`src/rtl/sig_period_meter.sv`:
```
// Measures period and high time of a slow asynchronous square wave,
// in clk_in cycles, with one result per input period.
module sig_period_meter #(
   parameter int CNT_W       = 16,
   parameter int SYNC_STAGES = 2
) (
   input  logic             clk_in,
   input  logic             rst,
   input  logic             sig_in,
   input  logic             en,
   output logic [CNT_W-1:0] period_out,
   output logic [CNT_W-1:0] high_out,
   output logic             valid_out,
   output logic             timeout_out
);

   typedef enum logic [1:0] {IDLE, ARM, MEASURE} state_t;

   localparam logic [CNT_W-1:0] CNT_MAX = '1;
   localparam logic [CNT_W-1:0] CNT_ONE = CNT_W'(1);

   state_t state;
   state_t state_nxt;

   logic [SYNC_STAGES-1:0] sync;
   logic sig_s;
   logic sig_d;
   logic rise;

   logic [CNT_W-1:0] per_cnt;
   logic [CNT_W-1:0] hi_cnt;
   logic [CNT_W-1:0] per_nxt;
   logic [CNT_W-1:0] hi_nxt;
   logic [CNT_W-1:0] period_nxt;
   logic [CNT_W-1:0] high_nxt;
   logic valid_nxt;
   logic timeout_nxt;

   assign sig_s = sync[SYNC_STAGES-1];
   assign rise  = sig_s & ~sig_d;

   always_ff @(posedge clk_in) begin
      if (rst) begin
         sync  <= '0;
         sig_d <= 1'b0;
      end else begin
         sync  <= {sync[SYNC_STAGES-2:0], sig_in};
         sig_d <= sig_s;
      end
   end

   always_ff @(posedge clk_in) begin
      if (rst) begin
         state       <= IDLE;
         per_cnt     <= '0;
         hi_cnt      <= '0;
         period_out  <= '0;
         high_out    <= '0;
         valid_out   <= 1'b0;
         timeout_out <= 1'b0;
      end else begin
         state       <= state_nxt;
         per_cnt     <= per_nxt;
         hi_cnt      <= hi_nxt;
         period_out  <= period_nxt;
         high_out    <= high_nxt;
         valid_out   <= valid_nxt;
         timeout_out <= timeout_nxt;
      end
   end

   // Disable beats a coincident rise; a rise beats a coincident timeout.
   always_comb begin
      state_nxt   = state;
      per_nxt     = per_cnt;
      hi_nxt      = hi_cnt;
      period_nxt  = period_out;
      high_nxt    = high_out;
      valid_nxt   = 1'b0;
      timeout_nxt = 1'b0;
      unique case (state)
         IDLE: begin
            per_nxt = '0;
            hi_nxt  = '0;
            if (en) state_nxt = ARM;
         end
         ARM: begin
            if (!en) begin
               state_nxt = IDLE;
               per_nxt   = '0;
               hi_nxt    = '0;
            end else if (rise) begin
               state_nxt = MEASURE;
               per_nxt   = CNT_ONE;
               hi_nxt    = CNT_ONE;
            end
         end
         MEASURE: begin
            if (!en) begin
               state_nxt = IDLE;
               per_nxt   = '0;
               hi_nxt    = '0;
            end else if (rise) begin
               period_nxt = per_cnt;
               high_nxt   = hi_cnt;
               valid_nxt  = 1'b1;
               per_nxt    = CNT_ONE;
               hi_nxt     = CNT_ONE;
            end else if (per_cnt == CNT_MAX) begin
               state_nxt   = ARM;
               timeout_nxt = 1'b1;
               per_nxt     = '0;
               hi_nxt      = '0;
            end else begin
               per_nxt = per_cnt + CNT_ONE;
               if (sig_s) hi_nxt = hi_cnt + CNT_ONE;
            end
         end
         default: begin
            state_nxt = IDLE;
            per_nxt   = '0;
            hi_nxt    = '0;
         end
      endcase
   end

endmodule

```
`config.mk`:
```
export PLATFORM = sky130hd
export DESIGN_NAME = sig_period_meter
export DESIGN_NICKNAME = d
export VERILOG_FILES = /design/src/rtl/sig_period_meter.sv
export SDC_FILE = /design/constraint.sdc
export NUM_CORES = 1
export LEC_CHECK = 0
export ABC_CLOCK_PERIOD_IN_PS = 3200
export BUFFER_PORTS_ARGS = -buffer_cell sky130_fd_sc_hd__buf_2
export CAP_MARGIN = 20
export CORE_ASPECT_RATIO = 1.2
export CORE_MARGIN = 4
export CORE_UTILIZATION = 57
export DETAILED_ROUTE_END_ITERATION = 7
export PLACE_DENSITY_LB_ADDON = 0.2
export SETUP_SLACK_MARGIN = 0.2
export SYNTH_ARGS = -nofsm -noshare
export SYNTH_HDL_FRONTEND = slang
export SYNTH_SLANG_ARGS = --single-unit
export TNS_END_PERCENT = 30
```
`constraint.sdc`:
```
create_clock -name clk_in -period 3.2 [get_ports clk_in]
set_input_delay 0.32 -clock clk_in [delete_from_list [all_inputs] [get_ports clk_in]]
set_output_delay 0.32 -clock clk_in [all_outputs]
set_load 0.1 [all_outputs]
```
Word-level counts from Yosys, hierarchy flattened
Cells that the tools add are included.
- register bits: 71
- add/subtract/negate cells: 2
- eq/ne operators: 8
- mux-type cells: 20
- bitwise operators: 4
- reduce and logical (&&, ||, !) cells: 6
- operator list (operator ; count):
    2-to-1 mux 16 bit ; 9
    case mux 16 bit (2 select lines) ; 2
    adder 16 x 1 -> 16 bit (second input constant) ; 2
    equality test 16 bit (second input constant) ; 1
    2-to-1 mux 2 bit ; 6
    inequality test 3 bit (second input constant) ; 3
    case mux 2 bit (3 select lines) ; 1
    inequality test 5 bit (second input constant) ; 1
    AND reduction 4 bit ; 1
    OR reduction 4 bit ; 1
    NOT 1 bit ; 3
    AND reduction 3 bit ; 1
    OR reduction 3 bit ; 1
    equality test 2 x 1 -> 1 bit (second input constant) ; 1
    equality test 2 bit (second input constant) ; 1
    logical NOT 2 bit ; 1
    2-to-1 mux 1 bit ; 2
    inequality test 2 bit (second input constant) ; 1
    AND reduction 2 bit ; 1
    AND 1 bit ; 1

Logic depth before layout (Yosys ltp)
Gate-level depths: netlist of the first run.
- depth after elaboration: 6
- gate-level depth with buffers: 8
- mapped depth without buffers: 7

Least setup slack after synthesis of the first run
OpenSTA, ideal clock, no wires.
- kind: flip-flop to flip-flop
- start point: register per_cnt[0]
- end point: register hi_cnt[13]
- library setup time: 0.070 ns
- arrival: 2.164 ns
- data required time: 3.130 ns
- slack: 0.966 ns
- cell stages (with the launch flop): 8
- buffers on the path: 1
- clock period less this slack: 2.234 ns
- path through: dfxtp_1 -> ha_1 -> nand4_1 -> or4_1 -> buf_2 -> a21o_1 -> or4_1 -> a21oi_1
- cells in the longest elaborated chain, start to end: 5
- elaborated cells between the ends (all ways): 7
- RTL lines (element ; line ; source):
    start: declaration ; 30 ; logic [CNT_W-1:0] per_cnt;
    start signal: assignment ; 63 ; per_cnt <= per_nxt;
    equality test 16 bit * ; 109 ; end else if (per_cnt == CNT_MAX) begin
    2-to-1 mux 16 bit ; 109 ;
    2-to-1 mux 16 bit ; 103 ; end else if (rise) begin
    2-to-1 mux 16 bit ; 99 ; if (!en) begin
    case mux 16 bit (2 select lines) ; 81 ; unique case (state)
    end signal: assignment ; 64 ; hi_cnt <= hi_nxt;
    end: declaration ; 31 ; logic [CNT_W-1:0] hi_cnt;
Mark *: on every way between the ends. The rest lies on a longest branch, timed or not.
A chain may end at the register's enable or synchronous reset.

Worst setup path after layout of the first run
- start point: register per_cnt[0]
- end point: register hi_cnt[9]
The elaborated chain is that of the path after synthesis.

==> impl_metrics.csv, run 1 <==
group,metric,value,unit
timing,period_share,79.1,%
placement,routabilityCongestion,0.881,
critical_path,worstSetupEndpointType,"register",
power,pwr-share-seq,50.7,%
power,sw_frac_of_total,23.3,%
power,pwr_density_cell,503,nW/um^2
timing,fin_crit,2.53,ns
critical_path,cp.required,3.41,ns
timing,finalHoldViolCount,0,
synthesis,synth-warning-count,0,
timing,drv_slew,0,
power,leakage,1.25,nW
drt,firstDrtPassIters,4,
power,p_int,1.36,mW
synthesis,syn_area_per_cell,8.08,sq um
synthesis,async_reset_ff_share,0,%
clock_tree,root_buffer,"clkbuf_8",
critical_path,critPathLaunchType,"register",
finish,areaGrowthSynthToFinish,14.4,%
synthesis,synthFlopType,"dfxtp_1",
clock_tree,clk_path_buf_depth,2,
clock_tree,numCtsBuffers,9,
finish,seq_area,1420,sq um
drt,vias,2727,
synthesis,synthXorXnorAreaFrac,4.85,%
clock_tree,tritoncts,"done",
power,comb_power_share,5.1,%
clock_tree,worstSkewPairLatency,0.35,ns
timing,worst_pin_slew,0.715,ns
timing,finalSetupTns,0,ns
clock_tree,post_cts_buffers,0,
clock_tree,cts_sinks,71,
drt,drt_iter0_markers,184,
global_routing,grtUsageTotal,22.7,%
synthesis,yosysMostFrequentCell,"nand2_1",
worst_hold_path,min_path_type,"input pin to register",
finish,n_antenna_cell,0,
power,p_sw,0.412,mW
die,die_height,88.4,microns
synthesis,synth_top_family_by_area,"simple AND/OR/NAND/NOR gates",
placement,port_buffers,37,
finish,nets,424,
die,die_area,6630,sq um
synthesis,post-synth-top-area-cell,"dfxtp_1",
die,die_w,75.0,microns
synthesis,ys_ff_latch,71,
placement,dp_hpwl,4730,microns
global_routing,grt_pass1_wl,11500,microns
synthesis,synth_mux_area_share,0.652,%
drt,drc_errors,0,
synthesis,synth_edf_count,0,
drt,viasPerCell,5.67,
critical_path,slowest_stage,"or4_1",
synthesis,synth.net_count,390,
critical_path,critPathMaxFanout,15,
run,maxCapViolCount,0,
synthesis,synth_area,3070,sq um
drt,post_drt_wl_per_cell,14.3,microns
finish,drive_above_1_share,14.3,%
synthesis,ys_top_cells_by_area,"dfxtp_1, nand2_1, a21oi_1, nor2_1, xor2_1",
global_routing,grt_max_degree,40,
clock_tree,clk_pin_slew,0.07,ns
synthesis,synth_common_cells,"nand2_1, dfxtp_1, a21oi_1",
outcome,run_status,"finished clean",
clock_tree,cts_resized,0,
critical_path,arrival,2.74,ns
synthesis,synthCells,380,
critical_path,path_cells,"ha_1, nand4_1, or4_1, nand2_1, a221o_1, nor2_1",
power,clock_power_share,44.2,%
synthesis,yosysSeqAreaShare,46.3,%
timing,finalSetupViolCount,0,
die,coreArea,5260,sq um
die,initial_core_util,58.3,%
finish,num-fill-cells,441,
clock_tree,cts_hold_buf,0,
drt,drt_wl_total,6860,microns
timing,skew,0.0105,ns
timing,fmax,395,MHz
global_routing,antenna_found_initial,0,
power,power.total,1.77,mW
timing,relSlewSlack,52.2,%
die,io_pins,38,
synthesis,synth_adder_area_share,2.45,%
die,placementRows,29,
synthesis,ys_types,42,
timing,rsz0062_at_grt,"false",
synthesis,yosys.area_share.simple,26.4,%
clock_tree,cts_htree_levels,3,
power,ir_drop,0.000300,V
drt,drt.antenna.violating_nets,0,
critical_path,critical_path_class,"register to register",
synthesis,synth_compound_area_share,16.4,%
global_routing,grt_overflow_total,0,
critical_path,max_stage_delay,0.69,ns
finish,multi_input_area,1560,sq um
global_routing,grt_pass1_vias,2463,
synthesis,yosysTopAreaCellShare,46.3,%
[cells in the final DEF (no fill, tap or decap), drive strengths merged, types with 6 or more instances in the layout]
master and count:
nand2 85, dfxtp 71, a21oi 53, buf 41
nor2 30, o21ai 15, nand4 12, xor2 10
nand3 9, clkbuf 9, xnor2 7, or3 7
ha 6, inv 6
[final cells by class]
class | instances | share of cell area, %
Inverter | 5 | 0.534
Timing Repair Buffer | 41 | 6.13
Clock inverter | 7 | 2.74
Sequential cell | 71 | 40.5
Clock buffer | 9 | 3.53
Tap cell | 62 | 2.21
Multi-Input combinational cell | 286 | 44.4
[per-stage QoR]
| step | std cells | util (%) | worst slack (ns) | cell area (sq um) | hold WS [ns] |
|---|---|---|---|---|---|
| 3_3_place_gp | 465 | 62.6 | 0.802 | 3290 | 0.427 |
| 3_5_place_dp | 465 | 62.6 | 0.731 | 3290 | 0.432 |
| 5_1_grt | 481 | 66.8 | 0.359 | 3510 | 0.190 |
| 4_1_cts | 481 | 66.8 | 0.683 | 3510 | 0.172 |
| 2_1_floorplan | 380 | - | 0.966 | 3070 | 0.414 |
| 6_report | 481 | 66.8 | 0.668 | 3510 | 0.184 |
[final timing paths]
kind | startpoint | end | slack (ns) | cells after the start
setup reg to reg | per_cnt[0]$_SDFFE_PP0P_ | hi_cnt[9]$_SDFFE_PP0P_ | 0.67 | 6
hold / removal | sig_in | sync[0]$_SDFF_PP0_ | 0.18 | 2
setup / recovery | per_cnt[0]$_SDFFE_PP0P_ | hi_cnt[9]$_SDFFE_PP0P_ | 0.67 | 6
hold reg to reg | sync[0]$_SDFF_PP0_ | sync[1]$_SDFF_PP0_ | 0.44 | 1
[power by group through the flow]
stage	Sequential, mW	Clock (mW)	Combinational, mW
after floorplan	0.915	0	0.0670
after global placement	0.917	0	0.0874
after detailed placement	0.917	0	0.0886
after CTS	0.897	0.796	0.0901
after global routing	0.897	0.840	0.102
final	0.897	0.781	0.0901
[flip-flops by register name, summed over array words and instances, names as in the netlist]
| signal | count |
|---|---|
| sig_d | 1 |
| valid_out | 1 |
| per_cnt | 16 |
| state | 2 |
| sync | 2 |
| timeout_out | 1 |
| high_out | 16 |
| period_out | 16 |
| hi_cnt | 16 |
[logic make-up after synthesis]
kind of cell,Yosys count
simple gates,173
compound gates,88
flops,71
buf+inv,23
xor+xnor,17
fa+ha+maj,6
mux,2
[layer usage]
metal  up-vias  global-route usage (%)  routed length [microns]
li1       1393                       -                        -
met1      1265                    26.9                     2990
met2        59                    39.3                     3460
met3        10                    3.64                      291
met4         0                    11.0                      114
met5         -                       0                        0
[critical path, delay by kind of cell, from the launching register on]
family,cells,cell delay [ns]
flops,1,0.43
fa+ha+maj,1,0.26
compound gates,1,0.54
simple gates,4,1.15
(Power assumes the default switching activity.)
==> run 2: changes to the inputs <==
--- a/config.mk
+++ b/config.mk
@@ -5,12 +5,12 @@
 export SDC_FILE = /design/constraint.sdc
 export NUM_CORES = 1
 export LEC_CHECK = 0
-export ABC_CLOCK_PERIOD_IN_PS = 3200
+export ABC_CLOCK_PERIOD_IN_PS = 2200
 export BUFFER_PORTS_ARGS = -buffer_cell sky130_fd_sc_hd__buf_2
 export CAP_MARGIN = 20
 export CORE_ASPECT_RATIO = 1.2
 export CORE_MARGIN = 4
-export CORE_UTILIZATION = 57
+export CORE_UTILIZATION = 52
 export DETAILED_ROUTE_END_ITERATION = 7
 export PLACE_DENSITY_LB_ADDON = 0.2
 export SETUP_SLACK_MARGIN = 0.2
==> constraint.sdc (replaced) <==
create_clock -name clk_in -period 2.2 [get_ports clk_in]
set_input_delay 0.22 -clock clk_in [delete_from_list [all_inputs] [get_ports clk_in]]
set_output_delay 0.22 -clock clk_in [all_outputs]
set_load 0.1 [all_outputs]
==> run 2 against run 1 <==
Fmax increased by 24%. Via count increased by 4.6%. Critical endpoint is now hi_cnt[15]$_SDFFE_PP0P_. Sequential cell count unchanged. Count of clock-buffer cells in the layout increased by 4.
==> impl_metrics.csv, run 2 (synthesized netlist as in run 1, its figures left out) <==
group,metric,value,unit
finish,n_antenna_cell,0,
timing,worst_pin_slew,0.469,ns
power,pwr_density_cell,687,nW/um^2
drt,drt_wl_total,7350,microns
clock_tree,numCtsBuffers,9,
clock_tree,cts_sinks,71,
finish,areaGrowthSynthToFinish,24.9,%
global_routing,grt_max_degree,41,
clock_tree,clk_path_buf_depth,2,
timing,relSlewSlack,68.4,%
critical_path,path_cells,"ha_4, nand4_1, or4_4, a21o_4, or4_1, a21oi_2",
timing,finalSetupViolCount,0,
die,die_w,78.1,microns
drt,drc_errors,0,
clock_tree,clk_pin_slew,0.08,ns
critical_path,critPathLaunchType,"register",
drt,drt_iter0_markers,183,
timing,finalHoldViolCount,0,
clock_tree,cts_htree_levels,3,
critical_path,slowest_stage,"or4_4",
critical_path,critPathMaxFanout,6,
power,leakage,1.39,nW
die,die_area,7200,sq um
die,die_height,92.2,microns
placement,routabilityCongestion,0.857,
drt,firstDrtPassIters,5,
finish,drive_above_1_share,23.8,%
run,maxCapViolCount,0,
finish,nets,451,
finish,final_cell_mix,"nand2_1, dfxtp_1, a21oi_1",
clock_tree,tritoncts,"done",
drt,drt.antenna.violating_nets,0,
timing,drv_slew,0,
power,power.total,2.63,mW
timing,skew,0.0131,ns
drt,viasPerCell,5.42,
clock_tree,cts_hold_buf,0,
timing,finalSetupTns,0,ns
worst_hold_path,min_path_type,"input pin to register",
timing,fmax,492,MHz
finish,utilization,67.2,%
critical_path,critical_path_class,"register to register",
timing,fin_crit,2.03,ns
finish,layoutNonFillerInstCount,526,
critical_path,cp.required,2.49,ns
outcome,run_status,"finished clean",
finish,layout_commonest_cell,"nand2_1",
global_routing,grt_pass1_vias,2734,
critical_path,crit_family,"simple AND/OR/NAND/NOR gates",
placement,dp.cells,503,
timing,period_share,92.4,%
global_routing,grt_overflow_total,0,
die,io_pins,38,
die,placementRows,30,
global_routing,grtUsageTotal,21.4,%
placement,dp_hpwl,5140,microns
drt,vias,2853,
finish,num-fill-cells,521,
global_routing,grt_pass1_wl,12300,microns
clock_tree,worstSkewPairLatency,0.35,ns
clock_tree,root_buffer,"clkbuf_8",
critical_path,timing.critical_path.buf_inv,0,
drt,post_drt_wl_per_cell,14.0,microns
global_routing,antenna_found_initial,0,
placement,port_buffers,37,
critical_path,max_stage_delay,0.48,ns
die,initial_core_util,53.8,%
critical_path,worstSetupEndpointType,"register",
timing,rsz0062_at_grt,"true",
critical_path,arrival,2.32,ns
die,coreArea,5710,sq um
power,ir_drop,0.000466,V
==> run 2: report_power, final <==
group	leakage, nW	switching [mW]	total [mW]	internal (mW)
Clock	0.117	0.493	1.18	0.688
Sequential	0.579	0.00921	1.30	1.29
Combinational	0.696	0.101	0.158	0.0566
Total	1.39	0.604	2.63	2.03
==> run 2: layout make-up <==
cell class              instances  area, sq um  area share (%)
clock buffers                  13          190            4.96
clock inverters                 3         46.3            1.21
inverters                       5         18.8           0.490
multi-input cells             286         1610            42.1
flip-flops and latches         71         1450            37.8
well taps                      80          100            2.61
repair buffers                 68          418            10.9
==> run 2: path summary, 6_finish.rpt <==
check | startpoint | endpoint | slack, ns | cells past startpoint
worst min register to register | sync[0]$_SDFF_PP0_ | sync[1]$_SDFF_PP0_ | 0.45 | 1
worst max register to register | per_cnt[0]$_SDFFE_PP0P_ | hi_cnt[15]$_SDFFE_PP0P_ | 0.17 | 6
worst max-delay path | per_cnt[0]$_SDFFE_PP0P_ | hi_cnt[15]$_SDFFE_PP0P_ | 0.17 | 6
worst min-delay path | sig_in | sync[0]$_SDFF_PP0_ | 0.1 | 2
==> run 2: stage by stage <==
stage | hold WS [ns] | area [sq um] | setup WS, ns
2_1_floorplan | 0.348 | 3110 | 0.219
6_report | 0.0958 | 3830 | 0.166
3_5_place_dp | 0.438 | 3500 | 0.186
5_1_grt | 0.120 | 3830 | 0.123
4_1_cts | 0.0938 | 3740 | 0.178
3_3_place_gp | 0.425 | 3500 | 0.214
==> run 2: per-layer routing <==
metal | global-route usage [%] | vias to the layer above | share of wire, %
li1 | - | 1446 | -
met1 | 23.9 | 1332 | 42
met2 | 38.8 | 62 | 52
met3 | 3.63 | 13 | 3.6
met4 | 10.3 | 0 | 1.9
met5 | 0 | - | 0
==> run 2: repair_timing <==
item / CTS / global route
gates resized for setup: 1 / 12
setup endpoints to repair: 11 / 18
pin swaps: 0 / 3
setup buffers: 0 / 7
gates cloned: 0 / 0
